<file path="src/rtl/fetch_sequencer_if.sv">
// Fetch-stage bus: PC sequencer <-> instruction memory, execute flags and decode register.
interface fetch_sequencer_if;
    logic        hold;
    logic [7:0]  imem_addr;
    logic [15:0] imem_data;
    logic        flag_z;
    logic        flag_n;
    logic [23:0] instr;
    logic        instr_valid;
    logic        ras_err;

    modport master (
        input  hold, imem_data, flag_z, flag_n,
        output imem_addr, instr, instr_valid, ras_err
    );

    modport slave (
        output hold, imem_data, flag_z, flag_n,
        input  imem_addr, instr, instr_valid, ras_err
    );
endinterface

</file>
<file path="src/rtl/fetch_sequencer.sv">
// Program-counter sequencer for the 8-bit RISC fetch stage: issues {pc, byte0, byte1},
// resolves BR/BRSUB/RET/BRZ/BRN with a return-address stack, and inserts hazard bubbles.
module fetch_sequencer #(
    parameter logic [7:0] RESET_PC     = 8'h00,
    parameter int         RAS_DEPTH    = 4,
    parameter int         FLAG_LAT     = 2,
    parameter int         STALL_CYCLES = 1
) (
    input  logic              clk,
    input  logic              reset,
    fetch_sequencer_if.master bus
);
    localparam int              SP_W       = $clog2(RAS_DEPTH + 1);
    localparam logic [SP_W-1:0] SP_FULL    = SP_W'(RAS_DEPTH);
    localparam logic [SP_W-1:0] SP_ONE     = SP_W'(1);
    localparam logic [7:0]      STALL_INIT = 8'(STALL_CYCLES - 1);
    localparam logic [7:0]      FLAG_INIT  = 8'(FLAG_LAT - 1);

    localparam logic [3:0] OP_BR    = 4'h9;
    localparam logic [3:0] OP_BRC   = 4'hA;
    localparam logic [3:0] OP_BRSUB = 4'hB;
    localparam logic [3:0] OP_RET   = 4'hC;

    typedef enum logic [1:0] {RUN, STALL, BWAIT} state_t;

    state_t          state, state_n;
    logic [7:0]      pc, pc_n;
    logic [7:0]      cnt, cnt_n;
    logic [23:0]     instr_q, instr_n;
    logic            valid_q, valid_n;
    logic            err_q, err_n;
    logic [3:0]      prev_op, prev_op_n;
    logic            prev_valid, prev_valid_n;
    logic [SP_W-1:0] sp, sp_n, top_idx;
    logic            push_en;
    logic [7:0]      ras_mem [2**SP_W];

    logic [3:0]      op;
    logic [7:0]      target;
    logic [7:0]      pc_inc;
    logic            flag_sel;

    assign op       = bus.imem_data[15:12];
    assign target   = bus.imem_data[7:0];
    assign pc_inc   = pc + 8'd2;
    assign top_idx  = sp - SP_ONE;
    // The conditional branch resolves from the issued word, not from a refetch.
    assign flag_sel = instr_q[10] ? bus.flag_n : bus.flag_z;

    function automatic logic is_hazard(input logic [3:0] cur, input logic [3:0] prv);
        case ({cur, prv})
            8'h48, 8'hD5, 8'h5E, 8'hD1, 8'h8F, 8'h8E, 8'hF2, 8'h36: return 1'b1;
            default:                                                  return 1'b0;
        endcase
    endfunction

    // NOTE: every output of this block gets a default first, so no path can infer a latch.
    always_comb begin
        state_n      = state;
        pc_n         = pc;
        cnt_n        = cnt;
        instr_n      = instr_q;
        valid_n      = 1'b0;
        err_n        = err_q;
        prev_op_n    = prev_op;
        prev_valid_n = prev_valid;
        sp_n         = sp;
        push_en      = 1'b0;

        case (state)
            RUN: begin
                if (prev_valid && is_hazard(op, prev_op)) begin
                    cnt_n        = STALL_INIT;
                    prev_valid_n = 1'b0;
                    if (STALL_INIT != 8'd0) state_n = STALL;
                end else begin
                    instr_n      = {pc, bus.imem_data};
                    valid_n      = 1'b1;
                    prev_op_n    = op;
                    prev_valid_n = 1'b1;
                    pc_n         = pc_inc;
                    case (op)
                        OP_BR: pc_n = target;
                        OP_BRSUB: begin
                            pc_n = target;
                            if (sp == SP_FULL) begin
                                err_n = 1'b1;
                            end else begin
                                push_en = 1'b1;
                                sp_n    = sp + SP_ONE;
                            end
                        end
                        OP_RET: begin
                            if (sp == '0) begin
                                pc_n  = RESET_PC;
                                err_n = 1'b1;
                            end else begin
                                pc_n = ras_mem[top_idx];
                                sp_n = top_idx;
                            end
                        end
                        OP_BRC: begin
                            pc_n    = pc;
                            cnt_n   = FLAG_INIT;
                            state_n = BWAIT;
                        end
                        default: ;
                    endcase
                end
            end

            STALL: begin
                // The hazard cycle itself was the first bubble, so leave on the last count.
                cnt_n = cnt - 8'd1;
                if (cnt <= 8'd1) state_n = RUN;
            end

            BWAIT: begin
                prev_valid_n = 1'b0;
                if (cnt == 8'd0) begin
                    pc_n    = flag_sel ? instr_q[7:0] : pc_inc;
                    state_n = RUN;
                end else begin
                    cnt_n = cnt - 8'd1;
                end
            end

            default: state_n = RUN;
        endcase
    end

    // NOTE: sequential state uses non-blocking assignments so all registers update together.
    always_ff @(posedge clk or negedge reset) begin
        if (!reset) begin
            state      <= RUN;
            pc         <= RESET_PC;
            cnt        <= 8'd0;
            instr_q    <= 24'd0;
            valid_q    <= 1'b0;
            err_q      <= 1'b0;
            prev_op    <= 4'd0;
            prev_valid <= 1'b0;
            sp         <= '0;
        end else if (!bus.hold) begin
            state      <= state_n;
            pc         <= pc_n;
            cnt        <= cnt_n;
            instr_q    <= instr_n;
            valid_q    <= valid_n;
            err_q      <= err_n;
            prev_op    <= prev_op_n;
            prev_valid <= prev_valid_n;
            sp         <= sp_n;
        end
    end

    // NOTE: stack storage has no reset; sp alone decides which entries are live.
    always_ff @(posedge clk) begin
        if (reset && !bus.hold && push_en) ras_mem[sp] <= pc_inc;
    end

    assign bus.imem_addr   = pc;
    assign bus.instr       = instr_q;
    assign bus.instr_valid = valid_q;
    assign bus.ras_err     = err_q;
endmodule

</file>
<file path="src/flat_wrapper.sv">
// flat-port wrapper written by rule: the top's interface ports become plain ports
module fetch_sequencer_flat 
#(
    parameter logic [7:0] RESET_PC     = 8'h00,
    parameter int         RAS_DEPTH    = 4,
    parameter int         FLAG_LAT     = 2,
    parameter int         STALL_CYCLES = 1
)
  (clk, reset, bus_hold, bus_imem_data, bus_flag_z, bus_flag_n, bus_imem_addr, bus_instr, bus_instr_valid, bus_ras_err);
  fetch_sequencer_if bus_i ();
  input  logic clk;
  input  logic reset;
  input wire logic [$bits(bus_i.hold)-1:0] bus_hold;
  input wire logic [$bits(bus_i.imem_data)-1:0] bus_imem_data;
  input wire logic [$bits(bus_i.flag_z)-1:0] bus_flag_z;
  input wire logic [$bits(bus_i.flag_n)-1:0] bus_flag_n;
  output wire logic [$bits(bus_i.imem_addr)-1:0] bus_imem_addr;
  output wire logic [$bits(bus_i.instr)-1:0] bus_instr;
  output wire logic [$bits(bus_i.instr_valid)-1:0] bus_instr_valid;
  output wire logic [$bits(bus_i.ras_err)-1:0] bus_ras_err;
  assign bus_i.hold = bus_hold;
  assign bus_i.imem_data = bus_imem_data;
  assign bus_i.flag_z = bus_flag_z;
  assign bus_i.flag_n = bus_flag_n;
  assign bus_imem_addr = bus_i.imem_addr;
  assign bus_instr = bus_i.instr;
  assign bus_instr_valid = bus_i.instr_valid;
  assign bus_ras_err = bus_i.ras_err;
  fetch_sequencer #(.RESET_PC(RESET_PC), .RAS_DEPTH(RAS_DEPTH), .FLAG_LAT(FLAG_LAT), .STALL_CYCLES(STALL_CYCLES)) u_core (.clk(clk), .reset(reset), .bus(bus_i));
endmodule
</file>
<file path="config.mk">
export PLATFORM = sky130hd
export DESIGN_NAME = fetch_sequencer_flat
export DESIGN_NICKNAME = d
export VERILOG_FILES = /design/src/rtl/fetch_sequencer_if.sv /design/src/rtl/fetch_sequencer.sv /design/src/flat_wrapper.sv
export SDC_FILE = /design/constraint.sdc
export NUM_CORES = 1
export LEC_CHECK = 0
export CAP_MARGIN = 20
export CORE_AREA = 2 2 107 109
export CTS_CLUSTER_SIZE = 16
export DETAILED_ROUTE_END_ITERATION = 7
export DIE_AREA = 0 0 109 111
export HOLD_SLACK_MARGIN = 0.1
export PLACE_DENSITY = 0.72
export SYNTH_ARGS = -nofsm -noshare
export SYNTH_HDL_FRONTEND = slang
export SYNTH_SLANG_ARGS = --single-unit
</file>
<file path="constraint.sdc">
create_clock -name clk -period 7.3 [get_ports clk]
set_input_delay 1.46 -clock clk [delete_from_list [all_inputs] [get_ports clk]]
set_output_delay 1.46 -clock clk [all_outputs]
set_load 0.03 [all_outputs]
</file>
# Word level (Yosys, flattened, before mapping)
# Memories as Yosys holds them, arrays and structs flattened.
# Cells that the tools add are included.
# Widths: inputs -> output; s select.
dict set report word_totals {
  ramBits 64
  out_inout_bits 34
  word_cells 95
  in_bits 21
  reg_bits 52
  memories 1
}
dict set report classes {
  reduce_logical 19
  magnitude_cmp 1
  n_bitwise 2
  eq_ne 26
  n_mux 33
  n_addsub 4
}
# name depth width read_ports rd_ports_with_merged_regs write_ports line_no
set mem_list {}
lappend mem_list {u_core.ras_mem 8 8 1 0 1 fetch_sequencer.sv:36} ;# logic [7:0] ras_mem [2**SP_W];
# operator n
set op_table {}
lappend op_table {{$mux 8} 7}
lappend op_table {{$pmux 8 s3} 2}
lappend op_table {{$eq 8x8->1 const B} 5}
lappend op_table {{$eq 4x4->1 const B} 4}
lappend op_table {{$eq 8x7->1 const B} 2}
lappend op_table {{$pmux 8 s2} 1}
lappend op_table {{$mux 1} 13}
lappend op_table {{$ne 2x2->1 const B} 6}
lappend op_table {{$reduce_and 6->1} 2}
lappend op_table {{$reduce_and 5->1} 2}
lappend op_table {{$add 8x2->8 const B} 1}
lappend op_table {{$eq 8x6->1 const B} 1}
lappend op_table {{$le 8x1->1 const B} 1}
lappend op_table {{$logic_not 8->1} 1}
lappend op_table {{$mux 2} 4}
lappend op_table {{$ne 2x1->1 const B} 4}
lappend op_table {{$reduce_or 8->1} 1}
lappend op_table {{$sub 8x1->8 const B} 1}
lappend op_table {{$mux 3} 2}
lappend op_table {{$pmux 2 s3} 1}
lappend op_table {{$pmux 3 s2} 1}
lappend op_table {{$pmux 1 s2} 2}
lappend op_table {{$reduce_and 4->1} 1}
lappend op_table {{$reduce_bool 2->1} 2}
lappend op_table {{other kinds (15)} 18}

# Logic depth before layout (Yosys ltp)
# Gate-level depths: netlist (run 1).
dict set report depth {
  ltp_word 10
  ltp_mapped 11
  mapped_depth_nobuf 8
}

# Least setup slack after synthesis (run 1)
# Ideal clock, no wire load.
dict set report synth_path {
  path_type {in2reg}
  start {in bus_imem_data[13]}
  end {mem u_core.ras_mem[0][0] (enable)}
  required_time_ns 6.902
  stages 9
  setup_time_ns 0.398
  arrival_ns 3.630
  setup_slack_ns 3.272
  path_buffers 3
  cell_sequence {buf_2 and4bb_2 a22oi_1 o221ai_2 nand2_1 nand2b_1 buf_2 buf_6 nor4b_1}
}
dict set report synth_via {
  elab_chain_len 10
  word_cells_on_any_way 19
  classes_between {eq/ne: 9; mux: 7; reduce/logical: 3}
}
# element line_no
set synth_rtl {}
lappend synth_rtl {{from (decl)} flat_wrapper.sv:14} ;# input wire logic [$bits(bus_i.imem_data)-1:0] bus_imem_data;
lappend synth_rtl {{$eq 8x7->1 (tied with other cells)} fetch_sequencer.sv:51} ;# case ({cur, prv})
lappend synth_rtl {{$reduce_or 8->1} fetch_sequencer.sv:51}
lappend synth_rtl {{$mux 1} fetch_sequencer.sv:51}
lappend synth_rtl {{$mux 1} fetch_sequencer.sv:70} ;# case (state)
lappend synth_rtl {{$logic_and 1x1->1} fetch_sequencer.sv:72} ;# if (prev_valid && is_hazard(op, prev_op)) begin
lappend synth_rtl {{$mux 1 (*)} fetch_sequencer.sv:72}
lappend synth_rtl {{$mux 1 (*)} fetch_sequencer.sv:70}
lappend synth_rtl {{$logic_and 1x1->1 (*)} fetch_sequencer.sv:159} ;# if (reset && !bus.hold && push_en) ras_mem[sp] <= pc_inc;
lappend synth_rtl {{$mux 1 (*)} fetch_sequencer.sv:159}
lappend synth_rtl {{$mux 1 (implied by the code) (*)} fetch_sequencer.sv:159}
lappend synth_rtl {{to (decl)} fetch_sequencer.sv:36}
# Every way passes the cells marked *; elsewhere a longest branch is shown, timed or not. The select of a mux whose other input is x is not followed.

# Worst setup path after layout (run 1)
dict set report layout_path {
  start {in bus_imem_data[13]}
  end {mem u_core.ras_mem[7][6] (enable)}
}
# Same word-level chain as after synthesis.

==> impl_metrics.csv, run 1 <==
group,metric,value,unit
route,dr_total_vias,3286,
floorplanning,rows,39,
synth,yosysTopAreaCellShare,37.1,%
global_routing,grt_max_degree,51,
cells_and_area,final_core_util,55.8,%
timing,final-setup-viol-count,0,
floorplanning,die_x,109,um
timing,finalCritPeriodShare,56.3,%
floorplanning,initial_core_util,46.7,%
cells_and_area,syn2layout_area_growth,19.5,%
timing,holdWs,497,ps
floorplanning,die_area,12100,sq um
status,outcome,"complete, no violations",
route,drcViolationCount,0,
cells_and_area,diodes,0,
timing,tightest_slew,992,ps
global_routing,antenna_found_initial,0,
global_routing,met1_usage,27.3,%
critical_path,cp_cell_sequence,"clkdlybuf4s50_1 > and4b_1 > a22oi_1 > o221ai_2 > nand2_1 > nand2b_1 > buf_4 > nor3_1",
synth,yosys.area.top_type,"edfxtp_1",
timing,worst_clock_skew,10.1,ps
clock_tree,cts_tree,"yes",
synth,seq_area_frac_synth,59.4,%
critical_path,cp_slowest_cell,"nor3_1",
placement,port_buffers,54,
global_routing,grt.total_usage,19.8,%
power,leakagePower,2.25,nW
clock_tree,post_cts_buffers,0,
cells_and_area,drive_gt1_share,17.6,%
placement,dpl.hpwl,7740,um
critical_path,worst-setup-path-type,"in -> reg",
global_routing,grt_use_met3,3.82,%
floorplanning,coreArea,11100,sq um
clock_tree,cts_resized,0,
route,drtIter0Drc,257,
synth,synthDistinctLibCells,60,
critical_path,arrival,4090,ps
critical_path,cp_max_fo,27,
clock_tree,worstSkewPairLatency,350,ps
clock_tree,root_buffer,"clkbuf_16",
route,wirelength,11100,um
synth,syn_area_per_cell,14.2,sq um
synth,synth_fp_nets,392,
worst_hold_path,min-delay-path-class,"reg -> reg",
synth,async_flop_share,41.8,%
cells_and_area,fin_nets,447,
global_routing,busiest_layer,"met2",
floorplanning,pin_count,55,
timing,relSlewSlack,33.4,%
timing,finalSetupTns,0,ps
clock_tree,path_clk_slew,70,ps
synth,yosysWarnings,0,
synth,ys_ff_latch,110,
synth,syn_inst,365,
timing,fmax,0.243,GHz
clock_tree,holdBufCountCts,0,
run,max-cap-violations,0,
cells_and_area,final_common_cell,"edfxtp_1",
clock_tree,cts_made_buffers,9,
global_routing,grt_pass1_wl,18000,um
route,viasPerCell,5.79,
critical_path,slowest_delay,840,ps
critical_path,start_kind,"input port",
power,peakVddDrop,0.000256,V
synth,synth_edf_count,64,
critical_path,cp.required,7270,ps
route,postRouteAntennaNets,0,
global_routing,grt_util_met2,31.2,%
timing,final_hold_viol_count,0,
global_routing,grt.overflow.total,0,
clock_tree,cts_buffer_depth,2,
power,p_per_area,451,nW/um^2
cells_and_area,layout_common_cells,"64 x edfxtp_1, 53 x clkdlybuf4s50_1, 46 x dfrtp_1",
clock_tree,clock_sinks,110,
timing,min_period,4110,ps
synth,synthFlopType,"edfxtp_1",
placement,gp_congestion,0.766,
route,routedWlPerCell,19.5,um
route,dr.pass1.iters,5,
clock_tree,cts_htree_levels,3,
floorplanning,die-height,111,um
timing,rsz0062_at_grt,"false",
critical_path,crit_path_end_kind,"flop",
synth,synthTopCellsByArea,"edfxtp_1 37%, dfrtp_1 22%, mux4_2 7.0%",
global_routing,grt_pass1_vias,3318,
synth,synth_area,5180,sq um
timing,finalMaxSlewViolations,0,
[metal layers]
layer	wire, um	part of all wire, %
met4	230	2.1
met2	5560	50
met3	556	5.0
met5	0	0
met1	4750	43
[final cells by class]
cell class / count / area [sq um]
inverter: 10 / 37.5
clock buffer: 9 / 225
multi-input combinational: 226 / 1960
sequential: 110 / 3070
tap: 143 / 179
fill: 864 / 4890
clock inverter: 7 / 104
timing repair buffer: 63 / 601
[state kept, by name (all words and copies together), names as in the netlist]
| register | cells |
|---|---|
| u_core.ras_mem | 64 |
| u_core.bus.instr_valid | 1 |
| u_core.sp | 3 |
| u_core.bus.imem_addr | 8 |
| u_core.bus.instr | 24 |
| u_core.cnt | 8 |
| u_core.bus.ras_err | 1 |
| u_core.state | 1 |
[power by group]
group	switching (mW)	internal, mW	leakage, nW
registers	0.155	0.863	1.12
clock network	0.242	0.278	0.160
logic	0.706	0.548	0.964
total	1.10	1.69	2.25
[stage by stage]
stage,power [mW],setup slack (ps),cells,instance area [sq um]
3_3_place_gp,2.26,2850,551,5850
3_5_place_dp,2.29,2750,551,5850
5_1_grt,2.94,3000,568,6180
2_1_floorplan,1.85,3270,365,5180
6_report,2.79,3190,568,6180
4_1_cts,2.81,3130,567,6180
[synth_stat cells, drive strengths merged, types with 6 or more instances]
cell type,number
dfrtp,46
inv,9
nand2b,8
clkbuf,8
mux4,16
edfxtp,64
o21ai,18
nor2,13
mux2i,10
mux2,30
buf,11
a21oi,13
xnor2,6
nand2,19
nand3,10
nor2b,8
ha,6
[worst max-delay path, delay by kind of cell]
| family | cells | cell delay, ps |
|---|---|---|
| buffers and inverters | 2 | 890 |
| and+or+nand+nor | 4 | 1290 |
| AOI/OAI and AO/OA | 2 | 420 |
[worst paths after layout]
kind | startpoint | endpoint | slack (ps) | cells past startpoint
worst max-delay path | bus_imem_data[13] | u_core.ras_mem[7][6] | 3190 | 8
max in group asynchronous | reset | u_core.bus.instr[8] | 5660 | 2
worst min register to register | u_core.bus.ras_err | u_core.bus.ras_err | 500 | 1
min in group asynchronous | reset | u_core.bus.ras_err | 1200 | 2
worst min-delay path | u_core.bus.ras_err | u_core.bus.ras_err | 500 | 1
worst max register to register | u_core.sp[1] | u_core.bus.imem_addr[7] | 4300 | 7
[cell families (layout without fill, tap and decap cells)]
logic type / count (synthesis) / count (layout) / share of synthesized area (%)
DFF: 110 / 110 / 59.4
and+or+nand+nor: 92 / 92 / 10.6
AOI/OAI and AO/OA: 63 / 63 / 8.58
muxes: 56 / 56 / 15.6
buffers and inverters: 29 / 89 / 2.80
xor gates and xnor gates: 9 / 9 / 1.52
adders and majority gates: 6 / 6 / 1.45
Power figures use the tool's default switching activity.
==> run 2, diff against run 1 <==
--- a/config.mk
+++ b/config.mk
@@ -11,7 +11,7 @@
 export DETAILED_ROUTE_END_ITERATION = 7
 export DIE_AREA = 0 0 109 111
 export HOLD_SLACK_MARGIN = 0.1
-export PLACE_DENSITY = 0.72
+export PLACE_DENSITY = 0.74
 export SYNTH_ARGS = -nofsm -noshare
 export SYNTH_HDL_FRONTEND = slang
 export SYNTH_SLANG_ARGS = --single-unit
==> constraint.sdc (replaced) <==
create_clock -name clk -period 3.4 [get_ports clk]
set_input_delay 0.68 -clock clk [delete_from_list [all_inputs] [get_ports clk]]
set_output_delay 0.68 -clock clk [all_outputs]
set_load 0.03 [all_outputs]
==> impl_metrics.csv, run 2 (same netlist as run 1, synthesis figures left out) <==
group,metric,value,unit
cells_and_area,final_common_cell,"edfxtp_1",
clock_tree,cts_tree,"yes",
clock_tree,cts_made_buffers,9,
cells_and_area,diodes,0,
critical_path,crit_buf_inv,2,
run,max-cap-violations,0,
cells_and_area,largest_reg_flops,64,
critical_path,cp_cell_sequence,"clkdlybuf4s50_1 > and3b_1 > a22oi_1 > o221ai_2 > nand2_1 > nand2b_1 > nor4_1 > buf_4",
clock_tree,clock_sinks,110,
clock_tree,worstSkewPairLatency,360,ps
timing,worst_clock_skew,14.5,ps
cells_and_area,regMostFlops,"u_core.ras_mem",
floorplanning,initial_core_util,46.7,%
cells_and_area,multiInputGateArea,1960,sq um
critical_path,cp.required,3460,ps
critical_path,worst-setup-path-type,"in -> reg",
power,p_per_area,952,nW/um^2
power,swShare,39.8,%
route,viasPerCell,5.72,
placement,gp_congestion,0.843,
critical_path,crit_path_end_kind,"flop",
timing,finalSetupTns,0,ps
cells_and_area,fin_nets,458,
timing,tightest_slew,940,ps
floorplanning,coreArea,11100,sq um
placement,dpl.hpwl,7950,um
route,routedWlPerCell,19.5,um
route,dr.pass1.iters,4,
timing,fmax,0.343,GHz
cells_and_area,final_cells,579,
timing,relSlewSlack,37.2,%
placement,port_buffers,54,
global_routing,grt_pass1_vias,3440,
critical_path,worstReg2RegEnd,"u_core.bus.imem_addr[7]",
global_routing,antenna_found_initial,0,
power,p_switching,2.37,mW
global_routing,grt.overflow.total,0,
critical_path,cp-startpoint,"bus_imem_data[15]",
cells_and_area,n_fill_cell,904,
global_routing,grt.total_usage,20.0,%
timing,rsz0062_at_grt,"false",
timing,final-setup-viol-count,0,
worst_hold_path,min-delay-path-class,"in -> async",
critical_path,cp_max_fo,9,
power,p_int,3.59,mW
power,leakagePower,2.29,nW
route,wirelength,11300,um
placement,placed_cells,563,
route,drtIter0Drc,234,
critical_path,r2r_start,"u_core.sp[1]",
global_routing,grt_pass1_wl,18200,um
critical_path,reg2reg_slack,820,ps
critical_path,cp_slowest_cell,"clkdlybuf4s50_1",
power,combPwrFrac,44.9,%
timing,final_hold_viol_count,0,
global_routing,grt_max_degree,47,
timing,finalCritPeriodShare,85.8,%
floorplanning,rows,39,
clock_tree,holdBufCountCts,0,
floorplanning,die_area,12100,sq um
critical_path,endpoint,"u_core.ras_mem[4][5]",
power,p_clk_share,18.4,%
cells_and_area,regArea,3070,sq um
timing,holdWs,476,ps
cells_and_area,layout_common_cells,"64 x edfxtp_1, 53 x clkdlybuf4s50_1, 46 x dfrtp_1",
cells_and_area,syn2layout_area_growth,20.8,%
route,drcViolationCount,0,
critical_path,cp.depth,8,
status,outcome,"complete, no violations",
clock_tree,post_cts_buffers,0,
timing,min_period,2920,ps
critical_path,arrival,2980,ps
route,postRouteAntennaNets,0,
critical_path,slowest_delay,610,ps
critical_path,reg2reg_depth,7,
clock_tree,cts_resized,0,
cells_and_area,drive_gt1_share,19.5,%
clock_tree,cts_buffer_depth,2,
floorplanning,die-height,111,um
clock_tree,path_clk_slew,80,ps
power,finalPower,5.95,mW
critical_path,critPathTopFamily,"simple AND/OR/NAND/NOR gates",
power,peakVddDrop,0.000599,V
clock_tree,root_buffer,"clkbuf_16",
critical_path,start_kind,"input port",
floorplanning,pin_count,55,
clock_tree,cts_htree_levels,3,
power,pwr-share-seq,36.8,%
floorplanning,die_x,109,um
timing,finalMaxSlewViolations,0,
route,dr_total_vias,3309,
[run 2: cell types whose count changed in the layout (fill, tap and decap cells not counted)]
cell	change
clkinv_8	+1
bufinv_16	-1
nor4b_1	+1
buf_2	-1
buf_4	+12
inv_6	+1
nor4b_2	-1
clkinv_2	-1
[run 2: how the worst min path moves through the flow]
stage | from | cells after the start | to | slack [ps]
floorplan | reset | 0 | u_core.bus.imem_addr[0] | 380
global placement | u_core.bus.ras_err | 1 | u_core.bus.ras_err | 470
detailed placement | u_core.bus.ras_err | 1 | u_core.bus.ras_err | 470
CTS | u_core.bus.ras_err | 1 | u_core.bus.ras_err | 490
global route | u_core.bus.ras_err | 1 | u_core.bus.ras_err | 520
finish | reset | 2 | u_core.bus.ras_err | 480
[run 2: per-layer routing]
layer | global-route usage (%) | vias up | share of wire (%)
li1 | - | 1533 | -
met4 | 4.62 | 0 | 0.97
met2 | 33.5 | 72 | 52
met5 | 0 | - | 0
met3 | 5.35 | 7 | 4.7
met1 | 25.9 | 1697 | 42
[run 2: power groups by stage]
stage / clock, mW / sequential (mW) / combinational [mW]
6_report: 1.09 / 2.19 / 2.67
5_1_grt: 1.16 / 2.24 / 2.85
4_1_cts: 1.10 / 2.19 / 2.69
3_5_place_dp: 0 / 2.21 / 2.68
3_3_place_gp: 0 / 2.20 / 2.62
2_1_floorplan: 0 / 2.49 / 1.48
[run 2: cell type report]
type / instances / area share [%]
inverters: 10 / 0.600
clock inverters: 7 / 1.50
multi-input cells: 226 / 31.3
repair buffers: 74 / 11.0
flip-flops and latches: 110 / 49.1
clock buffers: 9 / 3.60
well taps: 143 / 2.86
[run 2: per-stage QoR]
step	utilization, %	worst slack, ps	instance area [sq um]
floorplan	-	153	5180
global placement	53.6	275	5930
detailed placement	53.6	163	5930
CTS	56.4	490	6250
global route	56.4	328	6250
finish	56.4	482	6250
